<file path="src/rtl/ps2_pkg.sv">
// Shared types and constants for the PS/2 set-2 scan-code sequencer.
// Event layout, FSM state encoding, prefix/status bytes and byte classifiers.
package ps2_pkg;

  typedef struct packed {
    logic       ext;
    logic       brk;
    logic [7:0] code;
  } ps2_evt_t;

  typedef enum logic [2:0] {
    IDLE    = 3'd0,
    S_E0    = 3'd1,
    S_F0    = 3'd2,
    S_E0F0  = 3'd3,
    S_PAUSE = 3'd4
  } ps2_seq_state_t;

  localparam logic [7:0] PS2_PFX_EXT   = 8'hE0;
  localparam logic [7:0] PS2_PFX_BRK   = 8'hF0;
  localparam logic [7:0] PS2_PFX_PAUSE = 8'hE1;

  localparam logic [7:0] PS2_ST_BAT_OK = 8'hAA;
  localparam logic [7:0] PS2_ST_ACK    = 8'hFA;
  localparam logic [7:0] PS2_ST_ECHO   = 8'hEE;
  localparam logic [7:0] PS2_ST_RESEND = 8'hFE;
  localparam logic [7:0] PS2_ST_ERR_LO = 8'h00;
  localparam logic [7:0] PS2_ST_ERR_HI = 8'hFF;

  localparam logic [7:0] PS2_FAKE_LSHIFT = 8'h12;
  localparam logic [7:0] PS2_FAKE_RSHIFT = 8'h59;

  // Bytes following E1 before the pause event is complete.
  localparam logic [2:0] PS2_PAUSE_SKIP = 3'd7;

  function automatic logic is_status_byte(input logic [7:0] b);
    return (b == PS2_ST_BAT_OK) || (b == PS2_ST_ACK)    || (b == PS2_ST_ECHO) ||
           (b == PS2_ST_RESEND) || (b == PS2_ST_ERR_LO) || (b == PS2_ST_ERR_HI);
  endfunction

  function automatic logic is_fake_shift(input logic [7:0] b);
    return (b == PS2_FAKE_LSHIFT) || (b == PS2_FAKE_RSHIFT);
  endfunction

endpackage

</file>
<file path="src/rtl/ps2_evt_fifo.sv">
// Show-ahead synchronous FIFO of key events; a push into a full FIFO is
// accepted only when a pop frees the head slot on the same edge.
module ps2_evt_fifo
  import ps2_pkg::*;
#(
  parameter int DEPTH = 4
) (
  input  logic                     clk,
  input  logic                     clr,
  input  logic                     i_push,
  input  ps2_evt_t                 i_din,
  input  logic                     i_pop,
  output logic                     o_full,
  output logic                     o_empty,
  output logic [$clog2(DEPTH):0]   o_count,
  output ps2_evt_t                 o_head
);

  localparam int AW = $clog2(DEPTH);

  ps2_evt_t            r_mem [DEPTH];
  logic [AW-1:0]       r_wr_ptr;
  logic [AW-1:0]       r_rd_ptr;
  logic [AW:0]         r_count;
  logic                w_do_push;
  logic                w_do_pop;

  assign o_empty   = (r_count == '0);
  assign o_full    = (r_count == (AW+1)'(DEPTH));
  assign w_do_pop  = i_pop && !o_empty;
  assign w_do_push = i_push && (!o_full || w_do_pop);
  assign o_count   = r_count;
  assign o_head    = r_mem[r_rd_ptr];

  always_ff @(posedge clk) begin
    if (w_do_push) r_mem[r_wr_ptr] <= i_din;
  end

  // Pointers wrap naturally since DEPTH is a power of two.
  always_ff @(posedge clk) begin
    if (clr) begin
      r_wr_ptr <= '0;
      r_rd_ptr <= '0;
      r_count  <= '0;
    end else begin
      if (w_do_push) r_wr_ptr <= r_wr_ptr + 1'b1;
      if (w_do_pop)  r_rd_ptr <= r_rd_ptr + 1'b1;
      case ({w_do_push, w_do_pop})
        2'b10:   r_count <= r_count + 1'b1;
        2'b01:   r_count <= r_count - 1'b1;
        default: r_count <= r_count;
      endcase
    end
  end

endmodule

</file>
<file path="src/rtl/ps2_scancode_sequencer.sv">
// Decodes set-2 prefix sequences (E0/F0/E1) from received PS/2 bytes into key
// events, with inter-byte timeout, error abort and sticky overflow flag.
module ps2_scancode_sequencer
  import ps2_pkg::*;
#(
  parameter int FIFO_DEPTH     = 4,
  parameter int TIMEOUT_CYCLES = 1_000_000
) (
  input  logic                         clk_50MHz,
  input  logic                         clr,
  input  logic                         rx_valid,
  input  logic [7:0]                   rx_byte,
  input  logic                         rx_err,
  input  logic                         evt_ready,
  output logic                         evt_valid,
  output logic [7:0]                   evt_code,
  output logic                         evt_ext,
  output logic                         evt_brk,
  output logic                         seq_err,
  output logic                         overflow,
  output logic [$clog2(FIFO_DEPTH):0]  fifo_count
);

  localparam int TW = $clog2(TIMEOUT_CYCLES) + 1;
  localparam logic [TW-1:0] TMAX = TW'(TIMEOUT_CYCLES - 1);

  ps2_seq_state_t r_state, w_state_nxt;
  logic [2:0]     r_skip, w_skip_nxt;
  logic [TW-1:0]  r_timer;
  logic           r_seq_err;
  logic           r_overflow;
  logic           w_timeout;
  logic           w_abort;
  logic           w_push;
  ps2_evt_t       w_evt;
  logic           w_pop;
  logic           w_full;
  logic           w_empty;
  ps2_evt_t       w_head;

  assign w_timeout = (r_state != IDLE) && !rx_valid && !rx_err && (r_timer == TMAX);
  assign w_abort   = rx_err || w_timeout;

  always_ff @(posedge clk_50MHz) begin
    if (clr) begin
      r_state <= IDLE;
      r_skip  <= '0;
    end else begin
      r_state <= w_state_nxt;
      r_skip  <= w_skip_nxt;
    end
  end

  always_comb begin
    w_state_nxt = r_state;
    w_skip_nxt  = r_skip;
    if (w_abort) begin
      w_state_nxt = IDLE;
    end else if (rx_valid) begin
      case (r_state)
        IDLE: begin
          if (rx_byte == PS2_PFX_EXT)        w_state_nxt = S_E0;
          else if (rx_byte == PS2_PFX_BRK)   w_state_nxt = S_F0;
          else if (rx_byte == PS2_PFX_PAUSE) begin
            w_state_nxt = S_PAUSE;
            w_skip_nxt  = PS2_PAUSE_SKIP;
          end
        end
        S_E0: begin
          if (rx_byte == PS2_PFX_BRK)      w_state_nxt = S_E0F0;
          else if (rx_byte != PS2_PFX_EXT) w_state_nxt = IDLE;
        end
        S_PAUSE: begin
          if (r_skip <= 3'd1) w_state_nxt = IDLE;
          else                w_skip_nxt  = r_skip - 3'd1;
        end
        default: w_state_nxt = IDLE;
      endcase
    end
  end

  // Event emission happens on the edge that consumes the sequence's last byte.
  always_comb begin
    w_push = 1'b0;
    w_evt  = '{ext: 1'b0, brk: 1'b0, code: rx_byte};
    if (rx_valid && !rx_err) begin
      case (r_state)
        IDLE: w_push = (rx_byte != PS2_PFX_EXT) && (rx_byte != PS2_PFX_BRK) &&
                       (rx_byte != PS2_PFX_PAUSE) && !is_status_byte(rx_byte);
        S_E0: begin
          w_evt.ext = 1'b1;
          w_push    = (rx_byte != PS2_PFX_BRK) && (rx_byte != PS2_PFX_EXT) &&
                      !is_fake_shift(rx_byte);
        end
        S_F0: begin
          w_evt.brk = 1'b1;
          w_push    = 1'b1;
        end
        S_E0F0: begin
          w_evt.ext = 1'b1;
          w_evt.brk = 1'b1;
          w_push    = !is_fake_shift(rx_byte);
        end
        S_PAUSE: begin
          w_evt.ext  = 1'b1;
          w_evt.code = PS2_PFX_PAUSE;
          w_push     = (r_skip <= 3'd1);
        end
        default: w_push = 1'b0;
      endcase
    end
  end

  always_ff @(posedge clk_50MHz) begin
    if (clr || rx_valid || rx_err || (r_state == IDLE) || w_timeout) r_timer <= '0;
    else                                                             r_timer <= r_timer + 1'b1;
  end

  always_ff @(posedge clk_50MHz) begin
    if (clr) begin
      r_seq_err  <= 1'b0;
      r_overflow <= 1'b0;
    end else begin
      r_seq_err  <= w_abort;
      r_overflow <= r_overflow | (w_push && w_full && !w_pop);
    end
  end

  assign w_pop = !w_empty && evt_ready;

  ps2_evt_fifo #(.DEPTH(FIFO_DEPTH)) u_fifo (
    .clk     (clk_50MHz),
    .clr     (clr),
    .i_push  (w_push),
    .i_din   (w_evt),
    .i_pop   (w_pop),
    .o_full  (w_full),
    .o_empty (w_empty),
    .o_count (fifo_count),
    .o_head  (w_head)
  );

  assign evt_valid = !w_empty;
  assign evt_code  = w_empty ? 8'h00 : w_head.code;
  assign evt_ext   = !w_empty && w_head.ext;
  assign evt_brk   = !w_empty && w_head.brk;
  assign seq_err   = r_seq_err;
  assign overflow  = r_overflow;

endmodule

</file>
<file path="config.mk">
export PLATFORM = sky130hd
export DESIGN_NAME = ps2_scancode_sequencer
export DESIGN_NICKNAME = d
export VERILOG_FILES = /design/src/rtl/ps2_pkg.sv /design/src/rtl/ps2_evt_fifo.sv /design/src/rtl/ps2_scancode_sequencer.sv
export SDC_FILE = /design/constraint.sdc
export NUM_CORES = 1
export LEC_CHECK = 0
export BUFFER_PORTS_ARGS = -buffer_cell sky130_fd_sc_hd__buf_4
export CAP_MARGIN = 5
export CELL_PAD_IN_SITES_DETAIL_PLACEMENT = 2
export CELL_PAD_IN_SITES_GLOBAL_PLACEMENT = 2
export CORE_ASPECT_RATIO = 0.8
export CORE_MARGIN = 2
export CORE_UTILIZATION = 40
export DETAILED_ROUTE_END_ITERATION = 8
export HOLD_SLACK_MARGIN = 0.02
export PLACE_DENSITY = 0.75
export SYNTH_ARGS = -nofsm -noshare
export SYNTH_HDL_FRONTEND = slang
export SYNTH_SLANG_ARGS = --single-unit
</file>
<file path="constraint.sdc">
create_clock -name clk_50MHz -period 3.05 [get_ports clk_50MHz]
set_input_delay 0.1525 -clock clk_50MHz [delete_from_list [all_inputs] [get_ports clk_50MHz]]
set_output_delay 0.1525 -clock clk_50MHz [all_outputs]
set_load 0.05 [all_outputs]
</file>
==> Word level (Yosys, flattened, before mapping) <==
Memories as Yosys holds them, arrays and structs flattened. A register that Yosys moved wholly into a read port is not among the register bits.
Cells that the tools add are included.
{ "op_classes": {"addsub": 6, "n_lt_le_gt_ge": 1, "eq_ne": 28, "n_mux": 24, "n_bitwise": 2, "reduce_logical": 45} }
{ "op_table": {"columns": ["cell", "count"], "rows": [
  ["$eq A8 B8 Y1 const B", 8],
  ["$mux W3", 10],
  ["$ne A8 B8 Y1 const B", 3],
  ["$add A21 B1 Y21 const B", 1],
  ["$eq A21 B20 Y1 const B", 1],
  ["$mux W8", 2],
  ["$logic_and A1 B1 Y1", 15],
  ["$logic_or A1 B1 Y1", 12],
  ["$pmux W3 S2", 2],
  ["$mux W10", 1],
  ["$ne A2 B2 Y1 const B", 5],
  ["$pmux W3 S3", 1],
  ["$eq A8 B5 Y1 const B", 1],
  ["$eq A8 B7 Y1 const B", 1],
  ["$logic_not A8 Y1", 1],
  ["$logic_not A1 Y1", 7],
  ["$reduce_and A7 Y1", 1],
  ["$eq A3 B2 Y1 const B", 2],
  ["$eq A3 B3 Y1 const B", 2],
  ["$logic_not A3 Y1", 2],
  ["$sub A3 B1 Y3 const B", 2],
  ["$mux W1", 5],
  ["$pmux W1 S5", 1],
  ["$add A2 B1 Y2 const B", 2],
  ["other kinds (15)", 18]
]} }
{ "word_totals": {"ff_bits": 36, "ramBits": 40, "elab_cells": 115, "mem_count": 1} }
{ "memory_table": {"columns": ["memory", "depth", "width", "read_ports", "rd_ports_with_merged_regs", "wr", "line", "source"], "rows": [
  ["u_fifo.r_mem", 4, 10, 1, 1, 1, "ps2_evt_fifo.sv:21", "ps2_evt_t r_mem [DEPTH];"]
]} }

==> Longest topological paths before layout <==
Gate-level depths: netlist of run 1.
{ "depth": {"word_depth": 13, "mapped_depth": 10} }

==> Hierarchy <==
Synthesis of run 1 repeated with hierarchy kept, for this count alone.
{ "hier_totals": {"hier_cells": 304, "area_unflattened_um2": 3573.4} }
{ "modules_own_cells": {"columns": ["module", "n_inst", "cells_per_inst", "area_each_um2"], "rows": [
  ["ps2_evt_fifo", 1, 106, 1930.6],
  ["ps2_scancode_sequencer", 1, 198, 1642.8]
]} }

==> Least setup slack after synthesis of run 1 <==
No wires, ideal clock.
{ "synth_path": {"kind": "register to register", "startpoint": "reg r_state[1]", "endpoint": "reg u_fifo.r_count[2], in the netlist u_fifo.o_count[2]", "t_arrival_ps": 2314, "required_ps": 2929, "slack_ps": 615, "stages_incl_launch_ff": 11, "path_buffers": 1, "period_less_slack_ps": 2435, "path_cell_list": "dfxtp_1 > buf_6 > or3_4 > a31oi_2 > o211ai_2 > nand3_2 > nor2_1 > fa_1 > and3_1 > mux2i_1 > mux2_2"} }
{ "synth_via": {"elab_chain_len": 6} }
{ "synth_lines": {"columns": ["item", "line", "source"], "rows": [
  ["from (decl)", "ps2_scancode_sequencer.sv:27", "ps2_seq_state_t r_state, w_state_nxt;"],
  ["from (signal assigned)", "ps2_scancode_sequencer.sv:49", "r_state <= w_state_nxt;"],
  ["$eq A3 B3 Y1, or another cell as far along", "ps2_scancode_sequencer.sv:87", "case (r_state)"],
  ["$pmux W1 S5 (*)", "ps2_scancode_sequencer.sv:87", null],
  ["$mux W1 (*)", "ps2_scancode_sequencer.sv:86", "if (rx_valid && !rx_err) begin"],
  ["$logic_and A1 B1 Y1 (*)", "ps2_evt_fifo.sv:31", "assign w_do_push = i_push && (!o_full || w_do_pop);"],
  ["$eq A2 B1 Y1 / $eq A2 B2 Y1 (equally long branches)", "ps2_evt_fifo.sv:48", "case ({w_do_push, w_do_pop})"],
  ["$pmux W3 S2 / $reduce_bool A2 Y1 (equally long branches)", null, null],
  ["to (signal assigned)", "ps2_evt_fifo.sv:49", "2'b10: r_count <= r_count + 1'b1;"],
  ["to (signal assigned)", "ps2_evt_fifo.sv:50", "2'b01: r_count <= r_count - 1'b1;"],
  ["to (signal assigned)", "ps2_evt_fifo.sv:51", "default: r_count <= r_count;"],
  ["to (decl)", "ps2_evt_fifo.sv:24", "logic [AW:0] r_count;"]
]} }
Every way passes the cells marked *; elsewhere a longest branch is shown, timed or not.
A chain may end at the register's enable or synchronous reset.

==> Worst setup path in the final report of run 1 <==
Same ends and word-level chain as after synthesis.

==> results.py, run 1 <==
metrics = {
    "outcome": {
        "status": "finished, final reports clean",
    },
    "synth": {
        "syn_nets": 326,
        "synth-seq-area-share_pct": 54.4,
        "post-synth-top-area-cell": "edfxtp_1",
        "synth_cell_types": 54,
        "ys_top_cells_by_area": "edfxtp_1 33%, dfxtp_1 21%, mux4_2 6.2%",
        "async_reset_ff_share_pct": 0,
        "synth_seq_cells": 78,
        "synth_edf_count": 40,
        "synth_cells": 305,
        "syn_avg_cell_area_um2": 11.8,
        "synth_top_area_share_pct": 33.3,
        "ys.flop_type": "edfxtp_1",
        "yosys_warnings": 0,
        "netlist_area_um2": 3610,
    },
    "placed_design": {
        "port_buffers": 28,
        "placed_area_um2": 3920,
        "dp_hpwl_um": 6350,
        "place_congestion": 0.738,
        "dp_cells": 437,
        "place_ws_ps": 268,
    },
    "routing": {
        "drt_first_pass_iters": 4,
        "wl_per_cell_um": 19.5,
        "vias": 2464,
        "drcViolationCount": 0,
        "vias_per_cell": 5.44,
        "drt_iter0_markers": 117,
        "ant_nets": 0,
        "routed_wl_um": 8850,
    },
    "final_layout": {
        "diodes": 0,
        "final_cell_mix": "42 x nor2_1, 40 x edfxtp_1, 38 x dfxtp_1, 30 x buf_4, 16 x and2_1",
        "finalNetCount": 357,
        "stdcell_count": 453,
        "syn2layout_area_growth_pct": 16.2,
        "layout-drive-gt1-share_pct": 19.9,
        "finish.utilization_pct": 48.6,
        "final_common_cell": "nor2_1",
        "design_area_um2": 4190,
    },
    "setup_path": {
        "cp.required_ps": 3270,
        "worstPathArrival_ps": 3010,
        "cpPeakStageDelay_ps": 410,
        "crit-reg2reg-launch": "r_state[1]",
        "cp_top_family": "simple AND/OR/NAND/NOR gates",
        "crit_slowest_cell": "dfxtp_1",
        "reg2reg_depth": 9,
        "end_kind": "flop",
        "worst-setup-path-type": "flop to flop",
        "worst-path-buf-inv": 0,
        "rrSetupSlack_ps": 260,
        "crit_start": "r_state[1]",
        "crit_chain": "nor3b_2 > nand2b_1 > o31a_1 > nand3_2 > nor2_1 > fa_1 > and3_1 > mux2i_1 > mux2_2",
        "cp_max_fo": 11,
        "cp-start-kind": "flop",
        "timing.rr.end": "u_fifo.o_count[2]",
    },
    "die": {
        "die_w_um": 110,
        "start_util_pct": 41.8,
        "die_h_um": 88.9,
        "fp.dieArea_um2": 9800,
        "num_rows": 30,
        "core_um2": 8630,
        "ios": 29,
    },
    "worst_hold_path": {
        "hp-class": "primary input to flop",
        "whs_endpoint": "seq_err",
        "hold_start": "rx_err",
        "whs_path_depth": 3,
    },
    "clocking": {
        "insertion_delay_ps": 330,
        "clkSinkCount": 78,
        "root_buffer": "clkbuf_16",
        "cts_made_buffers": 9,
        "cts_tree": "done",
        "hold_buffers": 0,
        "clock_path_buffers": 2,
        "cts.clk_slew.worst_paths_ps": 60,
        "post-cts-setup-buffers": 0,
        "h-tree-depth": 3,
        "cts_resized": 0,
    },
    "timing": {
        "setup_tns_ps": 0,
        "final_hold_viol_count": 0,
        "finalSetupViolCount": 0,
        "worstMarginPinSlew_ps": 827,
        "post-route-period-util_pct": 91.5,
        "rsz0062_at_grt": "false",
        "whs_ps": 128,
        "setup_ws_ps": 258,
        "fin_crit_ps": 2790,
        "fmax_mhz": 358,
        "drv_slew": 0,
        "finClkSkew_ps": 5.28,
        "relSlewSlack_pct": 44.9,
    },
    "grt": {
        "antenna_found_initial": 0,
        "grt_max_degree": 22,
        "grt_pass1_vias": 2659,
        "grt_usage_pct": 20.1,
        "overflow": 0,
        "grt_pass1_wl_um": 14400,
    },
    "pwr": {
        "fin_total_pwr_mw": 3.03,
        "p_switching_mw": 1.02,
        "internal_power_mw": 2.01,
        "combPwrFrac_pct": 27.4,
        "p_clk_share_pct": 32.2,
        "seqPwrFrac_pct": 40.4,
        "vdd_drop_max_uv": 467,
        "sw_frac_of_total_pct": 33.7,
        "p_leak_nw": 1.49,
        "power_density_nw_per_um2": 723,
    },
    "flow_run": {
        "maxCapViolations": 0,
    },
}
[cells by family (layout without fill, tap and decap cells)]
group           Yosys count  after routing  synth area share (%)
mux                      16             16                  8.22
flops                    78             78                  54.4
simple gates            137            137                  21.4
fa+ha+maj                 8              8                  2.98
buf+inv                  19             55                  2.29
xor+xnor                 23             23                  5.58
compound gates           24             24                  5.17
[worst register-to-register path, delay by kind of cell (launching register included)]
| family | cells | cell delay (ps) |
|---|---|---|
| AND/OR/NAND/NOR | 5 | 1010 |
| multiplexers | 2 | 510 |
| flip-flops | 1 | 410 |
| AO/OA/AOI/OAI | 1 | 380 |
| adder cells (fa/ha/maj) | 1 | 380 |
[sequential cells by signal, summed over array words and instances (netlist names), named ones only]
name / count
u_fifo.o_count: 3
r_state: 3
u_fifo.r_rd_ptr: 2
overflow: 1
seq_err: 1
u_fifo.r_mem: 40
u_fifo.r_wr_ptr: 2
r_timer: 21
r_skip: 3
[synth_stat cells (4+ instances only)]
library cell,number
o21ai_0,4
nand4_1,5
nor4b_1,4
nand2b_1,5
a21oi_1,4
xor2_1,14
inv_1,9
nor2_1,42
nand3_1,11
mux4_2,10
nand2_1,7
edfxtp_1,40
and3_1,11
clkbuf_1,5
xnor2_1,9
nor4_1,4
and2_1,16
dfxtp_1,38
or2b_1,4
ha_1,7
nor3_1,7
[area by class of cell]
type / count / area, um^2
inverters: 9 / 33.8
clock buffers: 10 / 229
repair buffers: 30 / 225
multi-input cells: 208 / 1560
fillers: 877 / 4440
well taps: 112 / 140
flip-flops and latches: 78 / 1960
clock inverters: 6 / 38.8
[power by group through the flow]
stage / sequential, mW / combinational [mW] / clock (mW)
6_report: 1.22 / 0.831 / 0.974
2_1_floorplan: 1.25 / 0.586 / 0
3_3_place_gp: 1.24 / 0.809 / 0
3_5_place_dp: 1.25 / 0.834 / 0
5_1_grt: 1.24 / 0.884 / 1.04
4_1_cts: 1.23 / 0.843 / 0.999
[worst max path at each step]
stage / end / slack, ps / cells past startpoint
5_1_grt: u_fifo.o_count[2] / 50 / 9
3_3_place_gp: u_fifo.o_count[2] / 390 / 9
6_report: u_fifo.o_count[2] / 260 / 9
4_1_cts: u_fifo.o_count[2] / 250 / 9
2_1_floorplan: u_fifo.o_count[2] / 610 / 10
3_5_place_dp: u_fifo.o_count[2] / 270 / 9
[layer usage]
layer	track usage (%)	vias up	share of wire, %
met1	27.7	1238	48
met5	0	-	0
met4	4.43	0	0.86
li1	-	1175	-
met3	5.03	9	4.0
met2	32.6	42	47
Power figures use the tool's default switching activity.
==> run 2, diff against run 1 <==
--- a/config.mk
+++ b/config.mk
@@ -5,13 +5,14 @@
 export SDC_FILE = /design/constraint.sdc
 export NUM_CORES = 1
 export LEC_CHECK = 0
+export ABC_AREA = 1
 export BUFFER_PORTS_ARGS = -buffer_cell sky130_fd_sc_hd__buf_4
 export CAP_MARGIN = 5
 export CELL_PAD_IN_SITES_DETAIL_PLACEMENT = 2
 export CELL_PAD_IN_SITES_GLOBAL_PLACEMENT = 2
 export CORE_ASPECT_RATIO = 0.8
 export CORE_MARGIN = 2
-export CORE_UTILIZATION = 40
+export CORE_UTILIZATION = 36
 export DETAILED_ROUTE_END_ITERATION = 8
 export HOLD_SLACK_MARGIN = 0.02
 export PLACE_DENSITY = 0.75
==> run 2 against run 1 <==
  * Die area increased by 18%
  * Count of clock-buffer cells in the layout grew 2
  * Hold slack gained 72 ps
  * Clock power up 18%
  * Combinational power increased by 16%
  * Critical path type unchanged
  * Cell count grew 41%
  * Design area is 8.7% higher
  * Maximum frequency up 17%
  * Sequential cell count stayed put
  * Largest cell class unchanged
==> results.py, run 2 <==
metrics = {
    "placed_design": {
        "port_buffers": 28,
        "dp_hpwl_um": 8680,
        "place_congestion": 0.779,
        "dp_cells": 622,
    },
    "outcome": {
        "status": "finished, final reports clean",
    },
    "timing": {
        "finalSetupViolCount": 0,
        "setup_tns_ps": 0,
        "fin_crit_ps": 2390,
        "relSlewSlack_pct": 42.9,
        "rsz0062_at_grt": "false",
        "finClkSkew_ps": 8.01,
        "final_hold_viol_count": 0,
        "post-route-period-util_pct": 78.2,
        "worstMarginPinSlew_ps": 854,
        "drv_slew": 0,
        "fmax_mhz": 419,
    },
    "die": {
        "start_util_pct": 37.2,
        "ios": 29,
        "die_h_um": 96.4,
        "num_rows": 33,
        "core_um2": 10300,
        "die_w_um": 119,
        "fp.dieArea_um2": 11500,
    },
    "synth": {
        "synth_top_family_by_area": "simple AND/OR/NAND/NOR gates",
        "yosysMostFrequentCell": "nor2_1",
        "async_reset_ff_share_pct": 0,
        "synth_compound_area_share_pct": 10.1,
        "synth_edf_count": 40,
        "synth_cells": 457,
        "synth-seq-area-share_pct": 51.1,
        "synth-adder-area-share_pct": 2.80,
        "syn_avg_cell_area_um2": 8.41,
        "synth_simple_gate_area_share_pct": 27.6,
        "synth_cell_types": 38,
        "synth_common_cells": "93 x nor2_1, 60 x nand2_1, 54 x inv_1",
        "post-synth-top-area-cell": "edfxtp_1",
        "synth_seq_cells": 78,
        "muxShareOfSynthArea_pct": 0,
        "yosys_warnings": 0,
        "netlist_area_um2": 3840,
        "syn_nets": 478,
        "ys_top_cells_by_area": "edfxtp_1 31%, dfxtp_1 20%, nor2_1 9.1%",
        "ys.flop_type": "edfxtp_1",
        "synth-xor-area-share_pct": 1.14,
        "synth_top_area_share_pct": 31.3,
    },
    "setup_path": {
        "reg2reg_depth": 11,
        "worstPathArrival_ps": 2350,
        "worst-setup-path-type": "flop to flop",
        "cp-start-kind": "flop",
        "cp_max_fo": 10,
        "end_kind": "flop",
        "crit-reg2reg-launch": "r_skip[1]",
        "rrSetupSlack_ps": 660,
        "cp.required_ps": 3010,
        "timing.rr.end": "u_fifo.r_mem[2][8]",
    },
    "final_layout": {
        "syn2layout_area_growth_pct": 18.7,
        "diodes": 0,
        "final_common_cell": "nor2_1",
        "num-fill-cells": 1199,
        "multiInputGateArea_um2": 1600,
        "largest_register_ffs": 40,
        "seq_area_um2": 1960,
        "finalNetCount": 515,
        "reg_top3": "u_fifo.r_mem (40), r_timer (21)",
        "stdcell_count": 639,
        "layout-drive-gt1-share_pct": 17.6,
        "final_cell_mix": "93 x nor2_1, 60 x nand2_1, 54 x inv_1, 40 x edfxtp_1, 38 x dfxtp_1",
        "top_register": "u_fifo.r_mem",
    },
    "routing": {
        "ant_nets": 0,
        "drcViolationCount": 0,
        "drt_iter0_markers": 107,
        "drt_first_pass_iters": 4,
        "vias": 3170,
        "routed_wl_um": 11300,
        "vias_per_cell": 4.96,
        "wl_per_cell_um": 17.8,
    },
    "clocking": {
        "cts_made_buffers": 9,
        "clkSinkCount": 78,
        "h-tree-depth": 3,
        "root_buffer": "clkbuf_16",
        "cts.clk_slew.worst_paths_ps": 60,
        "clock_path_buffers": 2,
        "post-cts-setup-buffers": 0,
        "cts_resized": 0,
        "hold_buffers": 1,
        "insertion_delay_ps": 340,
        "cts_tree": "done",
    },
    "grt": {
        "overflow": 0,
        "grt_max_degree": 22,
        "antenna_found_initial": 0,
        "grt_usage_pct": 21.3,
        "grt_pass1_vias": 3518,
        "grt_pass1_wl_um": 18500,
    },
    "worst_hold_path": {
        "whs_path_depth": 2,
        "hp-class": "primary input to flop",
        "hold_start": "rx_byte[7]",
        "whs_endpoint": "u_fifo.r_mem[0][7]",
    },
    "pwr": {
        "power_density_nw_per_um2": 726,
        "p_leak_nw": 1.70,
        "vdd_drop_max_uv": 268,
        "fin_total_pwr_mw": 3.31,
    },
    "flow_run": {
        "maxCapViolations": 0,
    },
}
[run 2: cell families after synthesis]
logic type / Yosys count
AND/OR/NAND/NOR: 223
flip-flops: 78
buffers and inverters: 72
AO/OA/AOI/OAI: 71
adder cells (fa/ha/maj): 8
XOR/XNOR: 5
[run 2: critical path, stage by stage, from the launching register on]
cell,delay [ps]
dfxtp_1,310
inv_1,90
ha_1,140
o21bai_1,130
nand2_1,100
nor2_2,120
nor2_1,80
nand3_4,110
nand2_4,80
nor2_4,140
inv_4,60
nor2_1,650
[run 2: through the flow]
stage                     hold slack (ps)  utilization (%)  setup slack, ps  cell area, um^2
after global routing                  208             44.2              441             4560
after CTS                             193             44.2              597             4560
after global placement                349             41.0              851             4230
after floorplan                       215                -              597             3840
final                                 200             44.2              664             4560
after detailed placement              348             41.0              610             4230
[run 2: power by group]
part           internal (mW)  total [mW]  switching (mW)
combinational          0.264       0.966           0.703
sequential              1.15        1.19          0.0415
clock                  0.738        1.15           0.413
[run 2: area by class of cell]
type,instances,area share [%]
Clock buffer,12,5.41
Clock inverter,4,1.56
Inverter,63,5.24
Tap cell,140,3.84
Timing Repair Buffer,35,5.82
Sequential cell,78,43.0
Multi-Input combinational cell,307,35.1
[run 2: routing by layer]
layer	share of wire, %	track usage [%]
met4	1.2	5.49
met3	2.6	5.40
met5	0	0
met2	51	38.4
met1	46	25.8
[run 2: worst max path at each step]
| stage | cells past startpoint | slack [ps] | startpoint | end |
|---|---|---|---|---|
| 6_report | 11 | 660 | r_skip[1] | u_fifo.r_mem[2][8] |
| 4_1_cts | 11 | 600 | r_skip[1] | u_fifo.r_mem[2][8] |
| 2_1_floorplan | 9 | 600 | u_fifo.o_count[0] | u_fifo.o_count[1] |
| 3_3_place_gp | 11 | 850 | r_skip[1] | u_fifo.r_mem[2][0] |
| 3_5_place_dp | 11 | 610 | r_skip[1] | u_fifo.r_mem[2][1] |
| 5_1_grt | 11 | 440 | r_skip[1] | u_fifo.r_mem[2][3] |
